`config.mk`:
```
export PLATFORM = sky130hd
export DESIGN_NAME = rc_meas_sequencer
export DESIGN_NICKNAME = d
export VERILOG_FILES = /design/src/rtl/rc_meas_sequencer.sv
export SDC_FILE = /design/constraint.sdc
export NUM_CORES = 1
export LEC_CHECK = 0
export BUFFER_PORTS_ARGS = -buffer_cell sky130_fd_sc_hd__buf_4
export CAP_MARGIN = 5
export CORE_MARGIN = 2
export CORE_UTILIZATION = 40
export DETAILED_ROUTE_END_ITERATION = 10
export PLACE_DENSITY = 0.67
export SYNTH_ARGS = -nofsm -noshare
export SYNTH_HDL_FRONTEND = slang
export SYNTH_SLANG_ARGS = --single-unit
```
`constraint.sdc`:
```
create_clock -name clk -period 3.63 [get_ports clk]
set_clock_uncertainty 0.05 [all_clocks]
set_input_delay 0.726 -clock clk [delete_from_list [all_inputs] [get_ports clk]]
set_output_delay 0.726 -clock clk [all_outputs]
set_load 0.02 [all_outputs]
```
`src/rtl/rc_meas_sequencer.sv`:
```
// RC charge/discharge measurement sequencer: excites the RC network, times the synchronised
// comparator return in clk cycles and averages 2**AVG_LOG2 samples into one handshaked result.
module rc_meas_sequencer #(
  parameter int CNT_W            = 24,
  parameter int AVG_LOG2         = 2,
  parameter int DISCHARGE_CYCLES = 1024,
  parameter logic [CNT_W-1:0] MAX_COUNT = {CNT_W{1'b1}}
) (
  input  logic             clk,
  input  logic             reset,
  input  logic             start,
  input  logic             continuous,
  input  logic             step_input,
  output logic             step_set,
  output logic             busy,
  output logic [CNT_W-1:0] result,
  output logic             result_valid,
  input  logic             result_ready,
  output logic             timeout_err
);

  localparam int ACC_W = CNT_W + AVG_LOG2;
  localparam int DIS_W = (DISCHARGE_CYCLES > 1) ? $clog2(DISCHARGE_CYCLES) : 1;
  localparam int IDX_W = (AVG_LOG2 > 0) ? AVG_LOG2 : 1;
  localparam logic [DIS_W-1:0] DIS_LOAD = DIS_W'(DISCHARGE_CYCLES - 1);
  localparam logic [IDX_W-1:0] IDX_LAST = IDX_W'((1 << AVG_LOG2) - 1);

  typedef enum logic [1:0] {IDLE, DISCHARGE, CHARGE, DONE} state_t;

  state_t             state_reg;
  logic [1:0]         sync_reg;
  logic               step_sync;
  logic [CNT_W-1:0]   count_reg;
  logic [ACC_W-1:0]   acc_reg;
  logic [ACC_W-1:0]   acc_sum;
  logic [IDX_W-1:0]   idx_reg;
  logic [DIS_W-1:0]   dis_cnt_reg;

  // Two-flop synchroniser for the asynchronous comparator output
  always_ff @(posedge clk) begin
    if (reset) begin
      sync_reg <= '0;
    end else begin
      sync_reg <= {sync_reg[0], step_input};
    end
  end

  assign step_sync = sync_reg[1];
  assign acc_sum   = acc_reg + ACC_W'(count_reg);

  always_ff @(posedge clk) begin
    if (reset) begin
      state_reg    <= IDLE;
      step_set     <= 1'b0;
      busy         <= 1'b0;
      result       <= '0;
      result_valid <= 1'b0;
      timeout_err  <= 1'b0;
      count_reg    <= '0;
      acc_reg      <= '0;
      idx_reg      <= '0;
      dis_cnt_reg  <= '0;
    end else begin
      case (state_reg)
        IDLE: begin
          step_set <= 1'b0;
          if (start || continuous) begin
            acc_reg     <= '0;
            idx_reg     <= '0;
            timeout_err <= 1'b0;
            dis_cnt_reg <= DIS_LOAD;
            busy        <= 1'b1;
            state_reg   <= DISCHARGE;
          end
        end
        DISCHARGE: begin
          if (dis_cnt_reg != '0) begin
            dis_cnt_reg <= dis_cnt_reg - DIS_W'(1);
          end else if (step_sync) begin
            // Comparator still high after the full discharge: the RC never discharged
            timeout_err  <= 1'b1;
            result       <= '1;
            result_valid <= 1'b1;
            state_reg    <= DONE;
          end else begin
            count_reg <= '0;
            step_set  <= 1'b1;
            state_reg <= CHARGE;
          end
        end
        CHARGE: begin
          if (count_reg == MAX_COUNT) begin
            timeout_err  <= 1'b1;
            result       <= '1;
            result_valid <= 1'b1;
            step_set     <= 1'b0;
            state_reg    <= DONE;
          end else if (step_sync) begin
            acc_reg  <= acc_sum;
            step_set <= 1'b0;
            if (idx_reg < IDX_LAST) begin
              idx_reg     <= idx_reg + IDX_W'(1);
              dis_cnt_reg <= DIS_LOAD;
              state_reg   <= DISCHARGE;
            end else begin
              result       <= CNT_W'(acc_sum >> AVG_LOG2);
              result_valid <= 1'b1;
              state_reg    <= DONE;
            end
          end else begin
            count_reg <= count_reg + CNT_W'(1);
          end
        end
        DONE: begin
          step_set <= 1'b0;
          if (result_ready) begin
            result_valid <= 1'b0;
            if (continuous) begin
              acc_reg     <= '0;
              idx_reg     <= '0;
              timeout_err <= 1'b0;
              dis_cnt_reg <= DIS_LOAD;
              state_reg   <= DISCHARGE;
            end else begin
              busy      <= 1'b0;
              state_reg <= IDLE;
            end
          end
        end
        default: state_reg <= IDLE;
      endcase
    end
  end

endmodule
```
# After elaboration in Yosys (flattened, before gate mapping)
# Index checks and enable logic that the tools add are counted.
[op_classes]
order_cmp = 1
addsub = 4
bitwise_logic = 0
n_mux = 62
eq_ne = 19
reduce_logical = 18
n_shift = 0
div = 0
mul = 0
[ops]
columns = ["cell", "count"]
rows = [
  ["$mux W24", 9],
  ["$mux W26", 5],
  ["$pmux W24 S2", 2],
  ["$pmux W26 S3", 1],
  ["$mux W10", 7],
  ["$pmux W10 S4", 1],
  ["$add A26 B24 Y26", 1],
  ["$ne A2 B2 Y1 const B", 13],
  ["$add A24 B1 Y24 const B", 1],
  ["$eq A24 B24 Y1 const B", 1],
  ["$mux W2", 12],
  ["$mux W1", 19],
  ["$reduce_and A6 Y1", 3],
  ["$reduce_and A7 Y1", 2],
  ["$reduce_and A5 Y1", 2],
  ["$reduce_bool A10 Y1", 1],
  ["$sub A10 B1 Y10 const B", 1],
  ["$pmux W2 S4", 1],
  ["$reduce_and A4 Y1", 2],
  ["$ne A3 B3 Y1 const B", 2],
  ["$pmux W1 S3", 2],
  ["$pmux W2 S3", 1],
  ["$reduce_bool A3 Y1", 2],
  ["$eq A2 B2 Y1 const B", 2],
  ["other kinds (10)", 11],
]
[word_totals]
mem_bits_ro = 0
mem_count = 0
ramBits = 0
register_bits = 94
latch_bits = 0

# Logic depth before layout (Yosys ltp)
# Gate-level depths: netlist (run 1).
[logic_depth]
word_depth = 5
depth_mapped = 11

# Worst setup path before layout (run 1)
# Ideal clock, no wire load.
[synth_timing]
path_type = "register to register"
startpoint = "reg dis_cnt_reg[0]"
endpoint = "reg count_reg[12]"
synth_period_minus_slack_ps = 2802
path_stages_with_launch = 11
arrival_time_ps = 2681
n_path_buf = 1
path_slack_ps = 828
cell_sequence = "dfxtp_1 > inv_1 > ha_1 > or3b_2 > or4_4 > o21ai_2 > nand2_1 > or4_1 > buf_2 > or3_1 > a21oi_1"
[synth_between]
elab_chain_len = 3
[synth_rtl]
columns = ["item", "line", "text"]
rows = [
  ["from (decl)", "37", "logic [DIS_W-1:0] dis_cnt_reg;"],
  ["from (signal assigned)", "78", "dis_cnt_reg <= dis_cnt_reg - DIS_W'(1);"],
  ["$reduce_bool A10 Y1", "77", "if (dis_cnt_reg != '0) begin"],
  ["$ne A2 B2 Y1 (no line)", "--", ""],
  ["$reduce_and A5 Y1 (no line)", "--", ""],
  ["to (signal assigned)", "111", "count_reg <= count_reg + CNT_W'(1);"],
  ["to (decl)", "33", "logic [CNT_W-1:0] count_reg;"],
]
# No other way between the ends.
# A chain may end at the register's enable or synchronous reset.

# Worst setup path in the final report (run 1)
[layout_timing]
startpoint = "reg count_reg[5]"
endpoint = "reg acc_reg[13]"
[layout_between]
elab_chain_len = 4
word_cells_on_any_way = 7
classes_between = "1 x add/sub; 2 x eq/ne; 3 x mux; 1 x reduce/logical"
[layout_rtl]
columns = ["item", "line", "text"]
rows = [
  ["$add A26 B24 Y26", "49", "assign acc_sum = acc_reg + ACC_W'(count_reg);"],
  ["$mux W26", "98", "end else if (step_sync) begin"],
  ["$mux W26", "92", "if (count_reg == MAX_COUNT) begin"],
  ["$pmux W26 S3", "64", "case (state_reg)"],
  ["to (signal assigned)", "99", "acc_reg <= acc_sum;"],
  ["to (decl)", "34", "logic [ACC_W-1:0] acc_reg;"],
]
# Parallel ways exist; a longest one is shown, timed or not. The select of a mux whose other input is x is not followed.

==> results.yml, run 1 <==
logic_synthesis:
  post_synth.cell_area_avg_sq_um: 8.271
  synth.ff_latch_count: 94
  synth_most_common_cell: "dfxtp_1"
  seq_area_frac_synth_pct: 36.75
  synthTopCellsByCount: "dfxtp_1 (94), nor2_1 (78), a21oi_1 (55)"
  number_of_enable_type_register_cells_in_the_synthesized_netlist: 0
  netlist.area_leader.share_pct: 36.75
  number_of_cells_produced_by_synthesis: 619
  yosys.area.top_type: "dfxtp_1"
  yosysWarnings: 0
  synth.top_cells.by_area: "dfxtp_1 (37%), ha_1 (7.6%), nor2_1 (5.7%), a21oi_1 (5.4%), xnor2_1 (4.6%)"
  synth_fp_nets: 657
  ys.flop_type: "dfxtp_1"
  asyncSetResetFlopFracSynth_pct: 0
  yosysUniqueCellTypes: 57
  synthesis.area_sq_um: 5120
floorplan:
  floorplan.die.height_um: 117.1
  design.die.area_sq_um: 13720
  io-pin-count: 34
  die_x_um: 117.1
  initial_standard_cell_utilization_of_the_core_pct: 40.74
  core.rowCount: 41
  coreArea_sq_um: 12570
finish:
  largest_register_ffs: 26
  fillers: 1228
  post_layout_nets: 676
  antennaDiodeCount: 0
  drive_above_1_share_pct: 10.73
  area_growth_pct: 13.93
power:
  power.density_cell_area_nw_per_um2: 518.1
  cellLeakagePower_nw: 2.362
  irDropWorstVdd_uv: 290.1
  total_power_after_layout_mw: 3.022
worst_setup_path:
  critPathRequiredTime_ns: 3.88
  critPathArrivalTime_ns: 3.34
  startpoint_type: "flop"
  crit_path_max_fanout: 11
  critPathKind: "flop to flop"
  worstSetupEndpointType: "flop"
grt:
  grt_first_pass_wirelength_mm: 20.98
  antenna_violations_before_repair: 0
  grt_pass1_vias: 4253
  global_route.usage.total_pct: 19.78
  globalRouteOverflowTotal: 0
  grt_max_degree: 37
timing:
  fmaxAchievable_mhz: 323.7
  post_layout_min_period_ns: 3.089
  hold_viol_final: 0
  grt_setup_unrepaired: "false"
  finalCritPeriodShare_pct: 85.09
  finalMaxSlewViolations: 0
  setup_viol: 0
  setup_tns_ns: 0
  timing.max_slew.rel_slack_pct: 50.38
  timing_worst_slew_pin_value_ns: 0.7415
  timing.final.ws_setup_ns: 0.5411
route:
  vias_per_cell: 5.633
  totalWireLength_mm: 13.00
  first_pass_iters: 5
  detailroute.wirelength.met2_mm: 6.048
  initialDrtViolationCount: 361
  detailroute.via_count: 4591
  post_drt_wl_per_cell_um: 15.95
  maxUsedRoutingLayer: "met4"
  drc_viols: 0
  wl_met3_um: 553
  wl_met1_mm: 6.031
  final_antenna_net_count: 0
place:
  worst_setup_slack_post_dpl_ns: 0.5662
  hpwl_mm: 9.432
  io_port_bufs: 33
  place_congestion: 0.8805
clock_network:
  clk_latency_ns: 0.36
  clock_root_cell: "clkbuf_16"
  cts_hold_buffers: 0
  cts_resized: 0
  cts_tree: "yes"
  number_of_clock_buffers_inserted_by_tritoncts: 9
  cts.sinks: 94
  ctsLongestPathBuffers: 2
  post_cts.repair.setup_buffers: 0
  h_tree_lvls: 3
  clk_pin_slew_worst_paths_ns: 0.07
flow_run:
  max_cap_violations: 0
min_path:
  timing.hold.worst.class: "flop to flop"
outcome:
  outcome: "finished clean"
[kinds of logic (layout without fill, tap and decap cells)]
| kind of cell | count (synthesis) | after routing | synth area share (%) |
|---|---|---|---|
| AOI/OAI and AO/OA | 172 | 172 | 21.92 |
| xor gates and xnor gates | 48 | 48 | 8.211 |
| adders and majority gates | 32 | 32 | 7.967 |
| buffers and inverters | 51 | 75 | 3.763 |
| DFF | 94 | 94 | 36.75 |
| muxes | 2 | 2 | 0.3910 |
| and+or+nand+nor | 220 | 220 | 20.99 |
[worst max-delay path, stage by stage, from the launching register on]
cell and delay [ns]:
dfxtp_1 0.44, and4_1 0.27, nand4_2 0.29, nor4_2 0.32, buf_4 0.19, o21ai_0 0.16
and2_1 0.40, nor2_1 0.64, a22o_1 0.25
[layout make-up]
cell class	instances	area [sq um]	share of cell area [%]
Inverter	18	67.56	1.158
Clock buffer	10	239.0	4.097
Tap cell	172	215.2	3.689
Sequential cell	94	1882	32.26
Clock inverter	6	70.07	1.201
Timing Repair Buffer	41	307.8	5.277
Multi-Input combinational cell	474	3052	52.32
[through the flow]
| stage | util [%] | hold WS (ns) | cells | area [sq um] |
|---|---|---|---|---|
| after floorplan | - | 0.3638 | 619 | 5120 |
| after global placement | 43.95 | 0.3864 | 799 | 5524 |
| after detailed placement | 43.95 | 0.3938 | 799 | 5524 |
| after CTS | 46.41 | 0.4040 | 815 | 5833 |
| after global routing | 46.41 | 0.4173 | 815 | 5833 |
| final | 46.41 | 0.3984 | 815 | 5833 |
[metal layers]
layer	track usage [%]	vias to the layer above
li1	-	2271
met4	8.941	0
met3	4.325	21
met5	0	-
met2	31.68	123
met1	25.60	2176
[cells in the final DEF (no fill, tap or decap), types with 3 or more instances in the layout]
| master | instances |
|---|---|
| nor3_1 | 14 |
| nor2b_1 | 7 |
| clkbuf_16 | 9 |
| a21oi_1 | 55 |
| a311oi_1 | 5 |
| xor2_1 | 21 |
| o221a_2 | 3 |
| inv_1 | 18 |
| o21bai_1 | 3 |
| nand2_1 | 43 |
| and2_1 | 3 |
| a211oi_1 | 13 |
| nand4_1 | 6 |
| a22o_1 | 9 |
| a22oi_1 | 6 |
| a221oi_1 | 4 |
| a21o_1 | 13 |
| dfxtp_1 | 94 |
| o21ai_0 | 29 |
| o21a_1 | 6 |
| nor2_1 | 78 |
| clkinv_4 | 3 |
| and4_1 | 6 |
| nand3_1 | 26 |
| buf_4 | 41 |
| o22ai_1 | 9 |
| nor4_1 | 6 |
| ha_1 | 31 |
| or3_1 | 9 |
| xnor2_1 | 27 |
| and3_1 | 7 |
[power by group]
group	total (mW)	leakage, nW	internal, mW	switching [mW]
logic	0.830	1.45	0.288	0.542
clock network	0.982	0.153	0.557	0.425
registers	1.21	0.763	1.13	0.0823
total	3.02	2.36	1.97	1.05
[final timing paths]
check	from	to	slack (ns)	cells past startpoint
hold / removal	sync_reg[0]	sync_reg[1]	0.40	1
setup / recovery	count_reg[5]	acc_reg[13]	0.54	8
setup reg to reg	count_reg[5]	acc_reg[13]	0.54	8
hold reg to reg	sync_reg[0]	sync_reg[1]	0.40	1
(Power assumes the default switching activity.)
==> run 2: changes to the inputs <==
- CORE_ASPECT_RATIO: default -> 1.25
==> run 2 against run 1 <==
Against the previous run: die area barely moved; power shrank 1.0%; routed wire length shrank 1.1%; sequential power hardly changed; hold slack lost 0.0087 ns; fmax is 1.3% lower; sequential share of layout area about the same.
==> results.yml, run 2 (synthesis results as in run 1) <==
grt:
  grt_util_met2_pct: 34.08
  grt_max_degree: 55
  globalRouteOverflowTotal: 0
  antenna_violations_before_repair: 0
  grt_first_pass_wirelength_mm: 21.60
  grtUsageMet1_pct: 23.41
  global_route.usage.total_pct: 19.48
  grt_most_used_layer: "met2"
  grt_pass1_vias: 4518
  gr-usage-met3_pct: 2.728
route:
  detailroute.via_count: 4624
  post_drt_wl_per_cell_um: 15.81
  initialDrtViolationCount: 285
  first_pass_iters: 5
  drc_viols: 0
  vias_per_cell: 5.688
  final_antenna_net_count: 0
  totalWireLength_mm: 12.86
worst_setup_path:
  startpoint_type: "flop"
  critPathArrivalTime_ns: 3.33
  worstSetupEndpointType: "flop"
  r2r.worst_path.cells: 9
  cp_slowest_stage_delay_ns: 0.64
  cp_slowest_cell: "a221oi_1"
  critPathKind: "flop to flop"
  critPathRequiredTime_ns: 3.83
  crit_path_max_fanout: 7
  r2r-start: "count_reg[13]"
  crit_chain: "ha_1 > a21oi_1 > a21oi_1 > a211oi_1 > nand2_1 > a221oi_1 > o21ai_0 > xor2_1 > o221a_2"
  reg_to_reg_endpoint: "result[21]"
  ff2ff_setup_slack_ns: 0.50
  crit_top_cell: "a21oi_1"
timing:
  fmaxAchievable_mhz: 319.5
  setup_tns_ns: 0
  timing_worst_slew_pin_value_ns: 0.6955
  timing.hold.ws_ns: 0.3898
  post_layout_min_period_ns: 3.130
  grt_setup_unrepaired: "false"
  finalCritPeriodShare_pct: 86.23
  finalMaxSlewViolations: 0
  setup_viol: 0
  hold_viol_final: 0
  timing.max_slew.rel_slack_pct: 53.63
outcome:
  outcome: "finished clean"
min_path:
  timing.hold.worst.class: "flop to flop"
  hold_path_depth: 1
  hold_end: "sync_reg[1]"
  timing.hold.worst.start: "sync_reg[0]"
finish:
  drive_above_1_share_pct: 11.01
  antennaDiodeCount: 0
  mostFrequentLayoutCells: "dfxtp_1 (94), nor2_1 (78), a21oi_1 (55)"
  mostFrequentLayoutCell: "dfxtp_1"
  post_layout_nets: 678
  fillers: 1210
  largest_register_ffs: 26
  area_growth_pct: 13.91
floorplan:
  io-pin-count: 34
  design.die.area_sq_um: 13730
  core.rowCount: 46
  coreArea_sq_um: 12600
  floorplan.die.height_um: 130.5
  die_x_um: 105.2
  initial_standard_cell_utilization_of_the_core_pct: 40.62
clock_network:
  clock_root_cell: "clkbuf_16"
  number_of_clock_buffers_inserted_by_tritoncts: 9
  post_cts.repair.setup_buffers: 0
  clk_pin_slew_worst_paths_ns: 0.07
  cts_resized: 0
  h_tree_lvls: 3
  ctsLongestPathBuffers: 2
  cts_tree: "yes"
  clk_latency_ns: 0.35
  cts_hold_buffers: 0
  cts.sinks: 94
power:
  irDropWorstVdd_uv: 390.1
  total_power_after_layout_mw: 2.991
  cellLeakagePower_nw: 2.360
  power.density_cell_area_nw_per_um2: 512.9
place:
  hpwl_mm: 9.361
  io_port_bufs: 33
  place_congestion: 0.9545
flow_run:
  max_cap_violations: 0
## run 2: cell types whose count changed in the layout (fill, tap and decap cells not counted)
cell / change
clkinvlp_4: +2
clkbuf_8: -1
clkinv_2: +1
clkinv_4: -2
buf_4: +2
## run 2: cell type report
type / instances / area, sq um / share of cell area [%]
inverter: 18 / 67.56 / 1.159
sequential: 94 / 1882 / 32.27
multi-input combinational: 474 / 3052 / 52.33
timing repair buffer: 43 / 322.8 / 5.535
clock inverter: 7 / 72.57 / 1.244
tap: 168 / 210.2 / 3.604
clock buffer: 9 / 225.2 / 3.862
## run 2: how the worst max path moves through the flow
stage	from	to	slack [ns]	cells past startpoint
after global placement	dis_cnt_reg[0]	count_reg[23]	0.69	10
final	count_reg[13]	result[21]	0.50	9
after floorplan	dis_cnt_reg[0]	count_reg[12]	0.83	10
after CTS	count_reg[13]	result[21]	0.56	9
after detailed placement	dis_cnt_reg[0]	count_reg[23]	0.59	10
after global routing	count_reg[1]	result[21]	0.30	9
## run 2: where the power goes
part | internal, mW | switching, mW
Sequential | 1.13 | 0.0804
Combinational | 0.294 | 0.544
Clock | 0.535 | 0.410
Total | 1.96 | 1.03
## run 2: worst max-delay path, delay by kind of cell, from the launching register on
kind            cells  cell delay [ns]
flops               1             0.35
simple gates        1             0.17
xor+xnor            1             0.20
compound gates      6             1.84
fa+ha+maj           1             0.41
## run 2: stage by stage
stage	instances	instance area (sq um)	utilization, %	setup slack, ns
detailed placement	797	5534	43.91	0.5912
global placement	797	5534	43.91	0.6937
global route	813	5832	46.27	0.3029
floorplan	619	5120	-	0.8284
finish	813	5832	46.27	0.4998
CTS	813	5832	46.27	0.5622
## run 2: per-layer routing
layer,wire length [um],up-vias,part of all wire (%)
met5,0,-,0
met1,5518,2171,43
met3,553,39,4.3
li1,-,2278,-
met2,6292,136,49
met4,491,0,3.8
